`src/rtl/serial_adder.sv`:
```
// Bit-serial unsigned WIDTH-bit adder: one full-adder slice evaluated per clock, LSB first,
// with a registered carry and a start/busy/done handshake around parallel operands/result.

module half_adder (
   input  logic a_i,
   input  logic b_i,
   output logic sum_o,
   output logic carry_o
);
   assign sum_o   = a_i ^ b_i;
   assign carry_o = a_i & b_i;
endmodule

module serial_adder #(
   parameter int WIDTH = 8
) (
   input  logic             clk,
   input  logic             rst,
   input  logic             start,
   input  logic [WIDTH-1:0] a,
   input  logic [WIDTH-1:0] b,
   output logic             busy,
   output logic             done,
   output logic [WIDTH-1:0] sum,
   output logic             cout
);
   localparam int CW = $clog2(WIDTH);

   typedef enum logic [1:0] {
      IDLE = 2'd0,
      RUN  = 2'd1,
      DONE = 2'd2
   } state_t;

   state_t           state_q;
   logic [WIDTH-1:0] a_q, b_q, res_q, sum_q;
   logic [WIDTH-1:0] res_d;
   logic [CW-1:0]    cnt_q;
   logic             carry_q, cout_q, busy_q, done_q;
   logic             carry_d;
   logic             prop_s, gen_s, sbit_s, cprop_s;

   // Full-adder slice on the current LSBs and the carry carried over from the previous bit.
   half_adder u_ha0 (.a_i(a_q[0]), .b_i(b_q[0]),  .sum_o(prop_s), .carry_o(gen_s));
   half_adder u_ha1 (.a_i(prop_s), .b_i(carry_q), .sum_o(sbit_s), .carry_o(cprop_s));

   assign carry_d = gen_s | cprop_s;
   assign res_d   = {sbit_s, res_q[WIDTH-1:1]};

   // Handshake FSM, operand/result shifters, carry flop, bit counter and registered outputs.
   always_ff @(posedge clk or posedge rst) begin
      if (rst) begin
         state_q <= IDLE;
         a_q     <= {WIDTH{1'b0}};
         b_q     <= {WIDTH{1'b0}};
         res_q   <= {WIDTH{1'b0}};
         sum_q   <= {WIDTH{1'b0}};
         cnt_q   <= {CW{1'b0}};
         carry_q <= 1'b0;
         cout_q  <= 1'b0;
         busy_q  <= 1'b0;
         done_q  <= 1'b0;
      end else begin
         case (state_q)
            IDLE, DONE: begin
               done_q <= 1'b0;
               if (start) begin
                  a_q     <= a;
                  b_q     <= b;
                  res_q   <= {WIDTH{1'b0}};
                  carry_q <= 1'b0;
                  cnt_q   <= {CW{1'b0}};
                  busy_q  <= 1'b1;
                  state_q <= RUN;
               end else begin
                  busy_q  <= 1'b0;
                  state_q <= IDLE;
               end
            end
            RUN: begin
               a_q     <= {1'b0, a_q[WIDTH-1:1]};
               b_q     <= {1'b0, b_q[WIDTH-1:1]};
               res_q   <= res_d;
               carry_q <= carry_d;
               cnt_q   <= cnt_q + CW'(1);
               // Counter is sized so WIDTH-1 is reachable without wrapping.
               if (cnt_q == CW'(WIDTH - 1)) begin
                  sum_q   <= res_d;
                  cout_q  <= carry_d;
                  busy_q  <= 1'b0;
                  done_q  <= 1'b1;
                  state_q <= DONE;
               end else begin
                  busy_q  <= 1'b1;
                  done_q  <= 1'b0;
                  state_q <= RUN;
               end
            end
            default: begin
               busy_q  <= 1'b0;
               done_q  <= 1'b0;
               state_q <= IDLE;
            end
         endcase
      end
   end

   assign busy = busy_q;
   assign done = done_q;
   assign sum  = sum_q;
   assign cout = cout_q;
endmodule
```
`config.mk`:
```
export PLATFORM = sky130hd
export DESIGN_NAME = serial_adder
export DESIGN_NICKNAME = d
export VERILOG_FILES = /design/src/rtl/serial_adder.sv
export SDC_FILE = /design/constraint.sdc
export NUM_CORES = 1
export LEC_CHECK = 0
export CELL_PAD_IN_SITES_DETAIL_PLACEMENT = 0
export CELL_PAD_IN_SITES_GLOBAL_PLACEMENT = 1
export CORE_ASPECT_RATIO = 0.9
export CORE_UTILIZATION = 41
export CTS_CLUSTER_SIZE = 12
export DETAILED_ROUTE_END_ITERATION = 8
export GPL_ROUTABILITY_DRIVEN = 0
export GPL_TIMING_DRIVEN = 1
export PLACE_DENSITY_LB_ADDON = 0.1
export SLEW_MARGIN = 20
export SYNTH_ARGS = -nofsm -noshare
export SYNTH_HDL_FRONTEND = slang
export SYNTH_SLANG_ARGS = --single-unit
```
`constraint.sdc`:
```
create_clock -name clk -period 2 [get_ports clk]
set_input_delay 0.3 -clock clk [delete_from_list [all_inputs] [get_ports clk]]
set_output_delay 0.3 -clock clk [all_outputs]
set_load 0.05 [all_outputs]
```
==> summary.txt <==
Worst setup path
  • CP Capture Point: sum[6]
  • CP max stage delay: 0.67 ns
  • Worst-case reg-to-reg path depth: 3
  • Endpoint class of the critical path: flip-flop
  • Reg-to-reg startpoint: done
  • Worst-path cell chain: nor2b_2, nand2_4, mux2_4
  • CP Class: reg2reg
  • CP startpoint: done
  • Max FO, Critical Path: 19
  • Worst r2r dst: sum[6]
  • CP Buf/Inv Count: 0
  • Slowest CP cell: nor2b_2
  • R2r setup slk: 0.19 ns
  • Worst EP required: 2.17 ns
  • CP arrival: 1.98 ns
  • Kind of cell adding the most delay to the critical path: simple AND/OR/NAND/NOR gates
  • Critical Path Start Type: flip-flop
  • WP depth: 3

Clocking
  • Register clock-pin slew on the reported worst setup and hold paths: 0.07 ns
  • CTS Root Cell: clkbuf_8
  • Post-CTS Resized: 0
  • TritonCTS clock tree: built
  • Post-CTS setup buffers: 0
  • Max clock buf depth: 2
  • Clock Latency Late Sink: 0.28 ns
  • Total CTS buffers: 5
  • CTS Sinks: 38
  • Hold-fix buffers, CTS: 0
  • H-tree levels: 2

Die
  • Core box area: 0.00384 mm2
  • Io pins: 30
  • Initial Util: 44.4%
  • # rows: 21
  • Die Ht: 63.1 um
  • Die area: 0.00442 mm2
  • Chip width: 69.9 um

Yosys
  • Number of synthesized flops with an enable pin: 0
  • Top FF cell, synth: dfrtp_1
  • Syn Inst Count: 136
  • #FFs+latches synth: 38
  • Register area share after synthesis: 55.8%
  • Synth async-reset ratio: 100%
  • Synthesized area: 0.00170 mm2
  • Yosys warns: 0
  • Mean post-synth cell area: 12.5 um2
  • Distinct cell type count after synthesis: 28
  • Mapped Nets: 158

Routing
  • Iteration-0 DRC Markers: 38
  • Routed wire length: 3.13 mm
  • DR vias/cell: 5.23
  • Pre-Repair DR Iteration Count: 4
  • Routed Antenna Nets: 0
  • DR vias: 1119
  • Average wire per standard cell: 14.6 um
  • DRC viols: 0

Timing
  • Hold WS: 0.447 ns
  • RSZ-0062 raised after global routing: false
  • Final Slew Violations: 0
  • Fmax: 0.551 GHz
  • Post-layout min period: 1.81 ns
  • Final setup margin: 0.187 ns
  • Clock skew: 0.00473 ns
  • Measured slew at the worst slew-check pin: 0.842 ns
  • Setup Viol. Count Final: 0
  • Final Hold Fails: 0
  • Period utilization: 90.7%
  • Final TNS setup: 0 ns
  • Slew margin rel.: 43.6%

Pwr
  • Worst vdd ir: 0.717 mV
  • Power Dens Cells: 1680 mW/mm2
  • Leak: 0.951 nW

Global route
  • GRT overflow: 0
  • First-pass GRT wire length: 5.43 mm
  • Initial antenna violation count: 0
  • Largest net degree at the start of global routing: 39
  • Vias in the first global route: 1108
  • Total track usage: 15.5%

Final layout
  • Most common cell after layout, fill and taps aside: dfrtp_1
  • Commonest cells after routing, fill and taps aside: dfrtp_1 (38), clkdlybuf4s50_1 (27), a22o_1 (10)
  • Diodes inserted: 0
  • Share of layout cells above drive strength 1: 17.3%
  • Post-route cell area: 0.00211 mm2
  • Fin nets: 190
  • Layout area overhead: 24.0%

Place
  • Place WS: 0.206 ns
  • Area post-placement: 0.00203 mm2
  • IO buf count: 29
  • Dpl hpwl: 2.06 mm

Hold path
  • HP Class: in2async

Run
  • Max Cap Viol: 0

Outcome
  • Status: finished clean
==> routing by layer <==
metal | vias to the layer above | GRT usage (%) | share of wire (%)
met5 | - | 0 | 0
met4 | 0 | 4.50 | 0.67
met3 | 2 | 4.32 | 4.1
met1 | 541 | 22.0 | 51
li1 | 554 | - | -
met2 | 22 | 23.3 | 44
==> through the flow <==
| stage | std cells | utilization, % | power, mW |
|---|---|---|---|
| global route | 214 | 55.0 | 3.81 |
| floorplan | 136 | - | 2.66 |
| finish | 214 | 55.0 | 3.55 |
| CTS | 214 | 55.0 | 3.59 |
| detailed placement | 207 | 53.0 | 3.09 |
| global placement | 207 | 53.0 | 3.04 |
==> synthesized netlist by cell type, drive strengths merged, types with 4 or more instances <==
master,n,area [um2]
nor3,8,40.0
nor2b,6,40.0
a22o,10,87.6
o22ai,8,50.1
mux2,12,169
a21oi,4,20.0
nor2,10,40.0
a211oi,4,30.0
nand3,5,25.0
buf,8,60.1
mux2i,6,60.1
o21ai,4,20.0
dfrtp,38,951
==> logic make-up (layout without fill, tap and decap cells) <==
group / count (synthesis) / after routing / share of synthesized area [%]
buffers and inverters: 11 / 43 / 4.19
flip-flops: 38 / 38 / 55.8
multiplexers: 18 / 18 / 13.4
AND/OR/NAND/NOR: 34 / 34 / 10.8
AO/OA/AOI/OAI: 32 / 32 / 13.1
adder cells (fa/ha/maj): 3 / 3 / 2.64
==> power breakdown <==
part	internal, mW	switching, mW	leakage, nW
Clock	0.234	0.250	0.0438
Combinational	0.788	0.918	0.435
Sequential	1.13	0.234	0.472
==> how the worst min path moves through the flow <==
| stage | cells past startpoint | slack [ns] | startpoint | endpoint |
|---|---|---|---|---|
| global route | 3 | 0.49 | rst | b_q[3] |
| CTS | 3 | 0.45 | rst | b_q[1] |
| finish | 3 | 0.45 | rst | sum[4] |
| floorplan | 2 | 0.43 | a[2] | a_q[2] |
| global placement | 2 | 0.48 | a_q[2] | a_q[2] |
| detailed placement | 2 | 0.49 | a_q[2] | a_q[2] |
==> worst register-to-register path, stage by stage, from the launching register on <==
cell	delay (ns)
dfrtp_1	0.39
nor2b_2	0.67
nand2_4	0.28
mux2_4	0.37
==> sequential cells by signal, summed over array words and instances, names as in the netlist <==
name,count
a_q,8
b_q,8
sum,8
res_q,7
cnt_q,3
carry_q,1
cout,1
done,1
state_q,1
==> area by class of cell <==
| class | count | area, um2 |
|---|---|---|
| Fill cell | 324 | 1730 |
| Sequential cell | 38 | 951 |
| Multi-Input combinational cell | 87 | 681 |
| Timing Repair Buffer | 34 | 335 |
| Clock buffer | 5 | 68.8 |
| Tap cell | 46 | 57.6 |
| Clock inverter | 2 | 10.0 |
| Inverter | 2 | 7.51 |
No activity file was read; power rests on OpenSTA's default activity.
